===== config.mk =====
export PLATFORM = sky130hd
export DESIGN_NAME = argon_alu_sequencer_flat
export DESIGN_NICKNAME = d
export VERILOG_FILES = /design/src/rtl/argon_pkg.sv /design/src/rtl/argon_alu_sequencer_if.sv /design/src/rtl/argon_seq_timer.sv /design/src/rtl/argon_alu_sequencer.sv /design/src/flat_wrapper.sv
export SDC_FILE = /design/constraint.sdc
export NUM_CORES = 1
export LEC_CHECK = 0
export ABC_AREA = 1
export BUFFER_PORTS_ARGS = -buffer_cell sky130_fd_sc_hd__buf_2
export CORE_MARGIN = 5
export CORE_UTILIZATION = 25
export DETAILED_ROUTE_END_ITERATION = 12
export GPL_TIMING_DRIVEN = 1
export HOLD_SLACK_MARGIN = 0.1
export REMOVE_ABC_BUFFERS = 1
export SYNTH_ARGS = -nofsm -noshare
export SYNTH_HDL_FRONTEND = slang
export SYNTH_HIERARCHICAL = 1
export SYNTH_SLANG_ARGS = --single-unit

===== constraint.sdc =====
create_clock -name i_Clk -period 3.74 [get_ports i_Clk]
set_clock_uncertainty 0.1 [all_clocks]
set_input_delay 0.374 -clock i_Clk [delete_from_list [all_inputs] [get_ports i_Clk]]
set_output_delay 0.374 -clock i_Clk [all_outputs]
set_load 0.05 [all_outputs]

===== src/rtl/argon_pkg.sv =====
// Shared definitions for the ArgonALU control path: bus width, opcodes and
// the request sequencer's state encoding.
package argon_pkg;

    localparam int ARGON_BUS_W = 16;

    // Opcode values understood by ArgonALU.
    typedef enum logic [3:0] {
        ARGON_OP_PASS = 4'h0,
        ARGON_OP_ADD  = 4'h1,
        ARGON_OP_SUB  = 4'h2,
        ARGON_OP_AND  = 4'h3,
        ARGON_OP_OR   = 4'h4,
        ARGON_OP_XOR  = 4'h5
    } argon_op_t;

    typedef enum logic [2:0] {
        ST_IDLE,
        ST_LD_A,
        ST_LD_B,
        ST_LD_F,
        ST_LD_OP,
        ST_RD_Y,
        ST_RD_F,
        ST_DONE
    } argon_seq_state_t;

endpackage


===== src/rtl/argon_alu_sequencer_if.sv =====
// Request/response and ALU-bus bundle of the ArgonALU sequencer.
// Handshakes: a beat transfers on a rising edge where valid and ready are both
// high; valid and its payload stay stable until then, ready may not wait on valid.
interface argon_alu_sequencer_if #(
    parameter int OP_W = 4
);
    localparam int W = argon_pkg::ARGON_BUS_W;

    logic            i_req_valid;
    logic            o_req_ready;
    logic [W-1:0]    i_req_a;
    logic [W-1:0]    i_req_b;
    logic [OP_W-1:0] i_req_op;
    logic            i_req_ldF;
    logic [W-1:0]    i_req_f;

    logic            o_rsp_valid;
    logic            i_rsp_ready;
    logic [W-1:0]    o_rsp_y;
    logic [W-1:0]    o_rsp_f;
    logic            o_rsp_err;
    logic            o_busy;

    logic [W-1:0]    o_alu_bus;
    logic            o_latchA;
    logic            o_latchB;
    logic            o_latchF;
    logic            o_latchOp;
    logic            o_outputY;
    logic            o_outputF;
    logic [W-1:0]    i_alu_bus;
    logic            i_alu_bus_valid;

    modport slave (
        input  i_req_valid, i_req_a, i_req_b, i_req_op, i_req_ldF, i_req_f,
        input  i_rsp_ready, i_alu_bus, i_alu_bus_valid,
        output o_req_ready, o_rsp_valid, o_rsp_y, o_rsp_f, o_rsp_err, o_busy,
        output o_alu_bus, o_latchA, o_latchB, o_latchF, o_latchOp, o_outputY, o_outputF
    );

    modport master (
        output i_req_valid, i_req_a, i_req_b, i_req_op, i_req_ldF, i_req_f,
        output i_rsp_ready, i_alu_bus, i_alu_bus_valid,
        input  o_req_ready, o_rsp_valid, o_rsp_y, o_rsp_f, o_rsp_err, o_busy,
        input  o_alu_bus, o_latchA, o_latchB, o_latchF, o_latchOp, o_outputY, o_outputF
    );

endinterface


===== src/rtl/argon_seq_timer.sv =====
// Saturating wait counter: clear wins over enable, expired is high once the
// count has reached LIMIT.
module argon_seq_timer #(
    parameter int LIMIT = 15
) (
    input  logic i_Clk,
    input  logic i_Reset,
    input  logic clear,
    input  logic enable,
    output logic expired
);
    localparam int CW = (LIMIT < 2) ? 1 : $clog2(LIMIT + 1);

    logic [CW-1:0] count;

    always_ff @(posedge i_Clk or negedge i_Reset) begin
        if (!i_Reset) begin
            count <= '0;
        end else if (clear) begin
            count <= '0;
        end else if (enable && !expired) begin
            count <= count + CW'(1);
        end
    end

    assign expired = (count == CW'(LIMIT));

endmodule


===== src/rtl/argon_alu_sequencer.sv =====
// Serialises one ALU request onto the shared ArgonALU bus with latch strobes,
// then reads back Y and F and returns them on the response port.
module argon_alu_sequencer
    import argon_pkg::*;
#(
    parameter int OP_W    = 4,
    parameter int TIMEOUT = 16
) (
    input  logic                  i_Clk,
    input  logic                  i_Reset,
    argon_alu_sequencer_if.slave  seqIf,
    output argon_seq_state_t      dbgState
);
    localparam int W = ARGON_BUS_W;

    argon_seq_state_t state;
    logic [W-1:0]     regB, regF, busOut, rspY, rspF;
    logic [OP_W-1:0]  regOp;
    logic             regLdF;
    logic             latchA, latchB, latchF, latchOp, outputY, outputF;
    logic             rspValid, rspErr;
    logic             inRead, timerClear, timerExpired;

    // The timer restarts on entry to each read state: it is held clear outside
    // them and cleared again when RD_Y hands over to RD_F.
    assign inRead     = (state == ST_RD_Y) || (state == ST_RD_F);
    assign timerClear = !inRead || ((state == ST_RD_Y) && seqIf.i_alu_bus_valid);

    argon_seq_timer #(.LIMIT(TIMEOUT - 1)) uTimer (
        .i_Clk   (i_Clk),
        .i_Reset (i_Reset),
        .clear   (timerClear),
        .enable  (inRead),
        .expired (timerExpired)
    );

    always_ff @(posedge i_Clk or negedge i_Reset) begin
        if (!i_Reset) begin
            state    <= ST_IDLE;
            regB     <= '0;
            regF     <= '0;
            regOp    <= '0;
            regLdF   <= 1'b0;
            busOut   <= '0;
            latchA   <= 1'b0;
            latchB   <= 1'b0;
            latchF   <= 1'b0;
            latchOp  <= 1'b0;
            outputY  <= 1'b0;
            outputF  <= 1'b0;
            rspValid <= 1'b0;
            rspErr   <= 1'b0;
            rspY     <= '0;
            rspF     <= '0;
        end else begin
            // Strobes and bus are decoded from the next state, so each is a
            // clean register output and the bus is zero whenever no latch fires.
            busOut  <= '0;
            latchA  <= 1'b0;
            latchB  <= 1'b0;
            latchF  <= 1'b0;
            latchOp <= 1'b0;
            outputY <= 1'b0;
            outputF <= 1'b0;
            case (state)
                ST_IDLE: begin
                    if (seqIf.i_req_valid) begin
                        regB   <= seqIf.i_req_b;
                        regF   <= seqIf.i_req_f;
                        regOp  <= seqIf.i_req_op;
                        regLdF <= seqIf.i_req_ldF;
                        rspErr <= 1'b0;
                        busOut <= seqIf.i_req_a;
                        latchA <= 1'b1;
                        state  <= ST_LD_A;
                    end
                end
                ST_LD_A: begin
                    busOut <= regB;
                    latchB <= 1'b1;
                    state  <= ST_LD_B;
                end
                ST_LD_B: begin
                    if (regLdF) begin
                        busOut <= regF;
                        latchF <= 1'b1;
                        state  <= ST_LD_F;
                    end else begin
                        busOut  <= {{(W - OP_W){1'b0}}, regOp};
                        latchOp <= 1'b1;
                        state   <= ST_LD_OP;
                    end
                end
                ST_LD_F: begin
                    busOut  <= {{(W - OP_W){1'b0}}, regOp};
                    latchOp <= 1'b1;
                    state   <= ST_LD_OP;
                end
                ST_LD_OP: begin
                    outputY <= 1'b1;
                    state   <= ST_RD_Y;
                end
                ST_RD_Y: begin
                    if (seqIf.i_alu_bus_valid) begin
                        rspY    <= seqIf.i_alu_bus;
                        outputF <= 1'b1;
                        state   <= ST_RD_F;
                    end else if (timerExpired) begin
                        rspErr   <= 1'b1;
                        rspY     <= '0;
                        rspF     <= '0;
                        rspValid <= 1'b1;
                        state    <= ST_DONE;
                    end else begin
                        outputY <= 1'b1;
                    end
                end
                ST_RD_F: begin
                    if (seqIf.i_alu_bus_valid) begin
                        rspF     <= seqIf.i_alu_bus;
                        rspValid <= 1'b1;
                        state    <= ST_DONE;
                    end else if (timerExpired) begin
                        rspErr   <= 1'b1;
                        rspY     <= '0;
                        rspF     <= '0;
                        rspValid <= 1'b1;
                        state    <= ST_DONE;
                    end else begin
                        outputF <= 1'b1;
                    end
                end
                ST_DONE: begin
                    if (seqIf.i_rsp_ready) begin
                        rspValid <= 1'b0;
                        state    <= ST_IDLE;
                    end
                end
                default: state <= ST_IDLE;
            endcase
        end
    end

    assign seqIf.o_req_ready = (state == ST_IDLE);
    assign seqIf.o_busy      = (state != ST_IDLE);
    assign seqIf.o_rsp_valid = rspValid;
    assign seqIf.o_rsp_y     = rspY;
    assign seqIf.o_rsp_f     = rspF;
    assign seqIf.o_rsp_err   = rspErr;
    assign seqIf.o_alu_bus   = busOut;
    assign seqIf.o_latchA    = latchA;
    assign seqIf.o_latchB    = latchB;
    assign seqIf.o_latchF    = latchF;
    assign seqIf.o_latchOp   = latchOp;
    assign seqIf.o_outputY   = outputY;
    assign seqIf.o_outputF   = outputF;
    assign dbgState          = state;

endmodule


===== src/flat_wrapper.sv =====
// flat-port wrapper written by rule: the top's interface ports become plain ports
module argon_alu_sequencer_flat import argon_pkg::*;
#(
    parameter int OP_W    = 4,
    parameter int TIMEOUT = 16
)
  (i_Clk, i_Reset, dbgState, seqIf_i_req_valid, seqIf_i_req_a, seqIf_i_req_b, seqIf_i_req_op, seqIf_i_req_ldF, seqIf_i_req_f, seqIf_i_rsp_ready, seqIf_i_alu_bus, seqIf_i_alu_bus_valid, seqIf_o_req_ready, seqIf_o_rsp_valid, seqIf_o_rsp_y, seqIf_o_rsp_f, seqIf_o_rsp_err, seqIf_o_busy, seqIf_o_alu_bus, seqIf_o_latchA, seqIf_o_latchB, seqIf_o_latchF, seqIf_o_latchOp, seqIf_o_outputY, seqIf_o_outputF);
  argon_alu_sequencer_if #(.OP_W(OP_W)) seqIf_i ();
  input  logic i_Clk;
  input  logic i_Reset;
  output argon_seq_state_t dbgState;
  input wire logic [$bits(seqIf_i.i_req_valid)-1:0] seqIf_i_req_valid;
  input wire logic [$bits(seqIf_i.i_req_a)-1:0] seqIf_i_req_a;
  input wire logic [$bits(seqIf_i.i_req_b)-1:0] seqIf_i_req_b;
  input wire logic [$bits(seqIf_i.i_req_op)-1:0] seqIf_i_req_op;
  input wire logic [$bits(seqIf_i.i_req_ldF)-1:0] seqIf_i_req_ldF;
  input wire logic [$bits(seqIf_i.i_req_f)-1:0] seqIf_i_req_f;
  input wire logic [$bits(seqIf_i.i_rsp_ready)-1:0] seqIf_i_rsp_ready;
  input wire logic [$bits(seqIf_i.i_alu_bus)-1:0] seqIf_i_alu_bus;
  input wire logic [$bits(seqIf_i.i_alu_bus_valid)-1:0] seqIf_i_alu_bus_valid;
  output wire logic [$bits(seqIf_i.o_req_ready)-1:0] seqIf_o_req_ready;
  output wire logic [$bits(seqIf_i.o_rsp_valid)-1:0] seqIf_o_rsp_valid;
  output wire logic [$bits(seqIf_i.o_rsp_y)-1:0] seqIf_o_rsp_y;
  output wire logic [$bits(seqIf_i.o_rsp_f)-1:0] seqIf_o_rsp_f;
  output wire logic [$bits(seqIf_i.o_rsp_err)-1:0] seqIf_o_rsp_err;
  output wire logic [$bits(seqIf_i.o_busy)-1:0] seqIf_o_busy;
  output wire logic [$bits(seqIf_i.o_alu_bus)-1:0] seqIf_o_alu_bus;
  output wire logic [$bits(seqIf_i.o_latchA)-1:0] seqIf_o_latchA;
  output wire logic [$bits(seqIf_i.o_latchB)-1:0] seqIf_o_latchB;
  output wire logic [$bits(seqIf_i.o_latchF)-1:0] seqIf_o_latchF;
  output wire logic [$bits(seqIf_i.o_latchOp)-1:0] seqIf_o_latchOp;
  output wire logic [$bits(seqIf_i.o_outputY)-1:0] seqIf_o_outputY;
  output wire logic [$bits(seqIf_i.o_outputF)-1:0] seqIf_o_outputF;
  assign seqIf_i.i_req_valid = seqIf_i_req_valid;
  assign seqIf_i.i_req_a = seqIf_i_req_a;
  assign seqIf_i.i_req_b = seqIf_i_req_b;
  assign seqIf_i.i_req_op = seqIf_i_req_op;
  assign seqIf_i.i_req_ldF = seqIf_i_req_ldF;
  assign seqIf_i.i_req_f = seqIf_i_req_f;
  assign seqIf_i.i_rsp_ready = seqIf_i_rsp_ready;
  assign seqIf_i.i_alu_bus = seqIf_i_alu_bus;
  assign seqIf_i.i_alu_bus_valid = seqIf_i_alu_bus_valid;
  assign seqIf_o_req_ready = seqIf_i.o_req_ready;
  assign seqIf_o_rsp_valid = seqIf_i.o_rsp_valid;
  assign seqIf_o_rsp_y = seqIf_i.o_rsp_y;
  assign seqIf_o_rsp_f = seqIf_i.o_rsp_f;
  assign seqIf_o_rsp_err = seqIf_i.o_rsp_err;
  assign seqIf_o_busy = seqIf_i.o_busy;
  assign seqIf_o_alu_bus = seqIf_i.o_alu_bus;
  assign seqIf_o_latchA = seqIf_i.o_latchA;
  assign seqIf_o_latchB = seqIf_i.o_latchB;
  assign seqIf_o_latchF = seqIf_i.o_latchF;
  assign seqIf_o_latchOp = seqIf_i.o_latchOp;
  assign seqIf_o_outputY = seqIf_i.o_outputY;
  assign seqIf_o_outputF = seqIf_i.o_outputF;
  argon_alu_sequencer #(.OP_W(OP_W), .TIMEOUT(TIMEOUT)) u_core (.i_Clk(i_Clk), .i_Reset(i_Reset), .seqIf(seqIf_i), .dbgState(dbgState));
endmodule

==> results.md <==
- Status: finished clean
- GRT met1 Usage: 15.89%
- Cell Int Power: 0.002585 W
- Slowest stage cell, crit path: dfrtp_1
- Critical path, cell by cell: nor2_4 -> nand2_2 -> nor2_4 -> buf_4 -> nand2_1 -> nand2_1
- Rows: 47
- Arrival time worst endpoint: 2.17 ns
- Root buf cell: clkbuf_16
- Max-cap violations: 0
- Post-Syn Area per Cell: 8.743 sq um
- Largest area contributor in the netlist: dfrtp_1
- Share of flip-flops with an asynchronous set or reset: 100.0%
- Die W: 139.3 microns
- Seq/Total Area, Yosys: 59.88%
- Sum of buffers and inverters on the critical path: 1
- Main combinational cell family by area after synthesis: simple AND/OR/NAND/NOR gates
- Final WL: 11120 microns
- CP Class: reg -> reg
- CTS Hold Bufs: 0
- Top cells by count, synth: nand2_1 (283), dfrtp_1 (100), nand3_1 (20)
- Delay-heaviest family, CP: simple AND/OR/NAND/NOR gates
- Worst skew pair latency: 0.34 ns
- Ys flop type: dfrtp_1
- Final net count: 686
- Sw Pwr: 0.002311 W
- Remaining Overflow, GRT: 0
- Max-slew violation count: 0
- Power density cells: 919.1 nW/um^2
- TNS Setup: 0 ns
- Peak VDD IR: 0.0004036 V
- GRT Max-Usage Layer: met2
- CORE AREA: 16470 sq um
- XOR/XNOR Fraction of Synth Area: 0.2096%
- Final antenna-violating net count: 0
- Fmax: 503.5 MHz
- GRT met3 Usage: 3.979%
- R2r setup slk: 1.75 ns
- Routed vias: 3467
- # setup viols final: 0
- Die Y: 139.3 microns
- Sw Share: 47.20%
- PortBufs: 134
- Final hold vios: 0
- RSZ-0062 raised after global routing: false
- Maximum level of the CTS H-tree: 3
- Clock share of power: 20.3%
- Top post-synthesis cells by area: dfrtp_1 (60%), nand2_1 (25%), buf_6 (2.4%), nand3_1 (2.4%), nor2_4 (1.6%)
- Slew @ Worst Pin: 0.9765 ns
- Seq pwr share: 36.0%
- Post-detail-place hpwl: 7891 microns
- Syn Inst Count: 478
- GRT Resource Usage Total: 11.97%
- PnR worst setup slack: 1.754 ns
- Starting Density: 25.38%
- Fin crit share: 53.11%
- Relative slew slack: 34.83%
- Leakage: 3.014 nW
- Min Tclk post-route: 1.986 ns
- Clock Pin Slew Worst Setup and Hold Paths: 0.07 ns
- Synth top area share: 59.88%
- Cts repair resizes: 0
- CTS tree: built
- FF+latch count, synth: 100
- Clock tree sinks: 100
- Vias/cell: 4.152
- Die area: 19400 sq um
- Pre-CTS setup slack: 1.732 ns
- Synth Area in Adders: 0.2994%
- DRT iter0 DRCs: 111
- Simple-Gate Fraction of Synth Area: 33.62%
- IO Pins: 135
- Synth unique cells: 22
- Final Wtd Congestion: 0.7907
- First-pass GRT wire length: 18630 microns
- CP max stage delay: 0.49 ns
- Clk buf depth: 2
- Met2 usage: 19.06%
- Share of cells above drive strength 1: 28.29%
- Vias in the first global route: 3631
- Worst setup EP type: flop
- Logic pwr share: 43.8%
- Most frequent cell after synthesis: nand2_1
- Compound-Gate Fraction of Synth Area: 1.018%
- Pre-antenna DRT Iters: 4
- Setup Buffers After CTS: 0
- Worst hold path type: in -> async
- YS warnings: 6
- Total CTS buffers: 9
- Crit path launch type: flop
- Post-synth EDFFs: 0
- CP required: 3.92 ns
- Mapped cell area: 4179 sq um
- DR WL/cell: 13.31 microns
- Diodes inserted: 0
- Final routed DRC violation total: 0
- Largest fanout on the critical path: 40
- Initial antenna violation count: 0
- Fillcell total: 1775
- Post-synthesis mux area share: 0%
- Area grow syn2layout: 27.46%
- Pin count of the biggest net entering global routing: 73
routing by layer:
metal / share of wire, % / routed length (microns)
met4: 0.26 / 29
met5: 0 / 0
met1: 47 / 5275
met3: 6.7 / 743
met2: 46 / 5069
registers in the layout (all words and copies together), names as in the netlist:
name,cells
u_core/dbgState,3
u_core/regB,16
u_core/regF,16
u_core/regLdF,1
u_core/regOp,4
u_core/seqIf.o_alu_bus,16
u_core/seqIf.o_latchA,1
u_core/seqIf.o_latchB,1
u_core/seqIf.o_latchF,1
u_core/seqIf.o_latchOp,1
u_core/seqIf.o_outputF,1
u_core/seqIf.o_outputY,1
u_core/seqIf.o_rsp_err,1
u_core/seqIf.o_rsp_f,16
u_core/seqIf.o_rsp_valid,1
u_core/seqIf.o_rsp_y,16
u_core/uTimer/count,4
power groups by stage:
stage          Sequential, W  Combinational (W)  Clock (W)
6_report             0.00176            0.00214   0.000992
5_1_grt              0.00182            0.00234    0.00108
4_1_cts              0.00177            0.00217    0.00104
3_5_place_dp         0.00178            0.00217          0
3_3_place_gp         0.00178            0.00214          0
2_1_floorplan        0.00262           0.000725          0
worst paths after layout:
path	from	cells after the start	end
worst max-delay path	u_core/dbgState[1]$_DFFE_PN0P_	6	u_core/regF[9]$_DFFE_PN0P_
worst min-delay path	i_Reset	1	u_core/seqIf.o_rsp_f[7]$_DFFE_PN0P_
worst max register to register	u_core/dbgState[1]$_DFFE_PN0P_	6	u_core/regF[9]$_DFFE_PN0P_
worst min register to register	u_core/seqIf.o_rsp_y[9]$_DFFE_PN0P_	2	u_core/seqIf.o_rsp_y[9]$_DFFE_PN0P_
max in group asynchronous	i_Reset	2	u_core/seqIf.o_alu_bus[2]$_DFF_PN0_
min in group i_Clk	seqIf_i_req_f[10]	3	u_core/regF[10]$_DFFE_PN0P_
kinds of logic (layout without fill, tap and decap cells):
family / after synthesis / after routing
AOI/OAI and AO/OA: 6 / 6
xor gates and xnor gates: 1 / 1
adders and majority gates: 1 / 1
buffers and inverters: 34 / 171
DFF: 100 / 100
and+or+nand+nor: 336 / 336
cells in the final DEF (no fill, tap or decap):
master     instances
dfrtp_1          100
nand2_2            4
o22ai_1            1
o21ai_4            1
buf_2            133
nand3_4            2
xor2_1             1
nand3b_1           1
ha_1               1
nand3_1           20
bufinv_16          2
buf_4              4
inv_1             12
nor2_2             2
nand4_1            8
clkinv_2           2
o21ai_0            4
clkinv_1           1
inv_6              2
nand2_4            1
clkbuf_16          9
inv_2              6
nor2_1             9
nor2_4             6
nand2_1          283
layout make-up:
class | instances | area [sq um] | share of cell area [%]
clock buffers | 9 | 225.2 | 4.228
clock inverters | 6 | 87.58 | 1.644
inverters | 19 | 71.32 | 1.339
multi-input cells | 344 | 1469 | 27.58
flip-flops and latches | 100 | 2502 | 46.98
well taps | 220 | 275.3 | 5.168
repair buffers | 137 | 695.7 | 13.06
through the flow:
| step | cells | util [%] | power [W] | hold slack, ns | cell area, sq um |
|---|---|---|---|---|---|
| after global placement | 820 | 30.45 | 0.003926 | 0.3492 | 5014 |
| after CTS | 835 | 32.35 | 0.004980 | 0.1062 | 5326 |
| after global routing | 835 | 32.35 | 0.005243 | 0.1127 | 5326 |
| after detailed placement | 820 | 30.45 | 0.003956 | 0.3534 | 5014 |
| after floorplan | 463 | - | 0.003341 | -0.02159 | 4043 |
| final | 835 | 32.35 | 0.004895 | 0.06503 | 5326 |
Note: power is estimated with default switching activity, not from simulation.
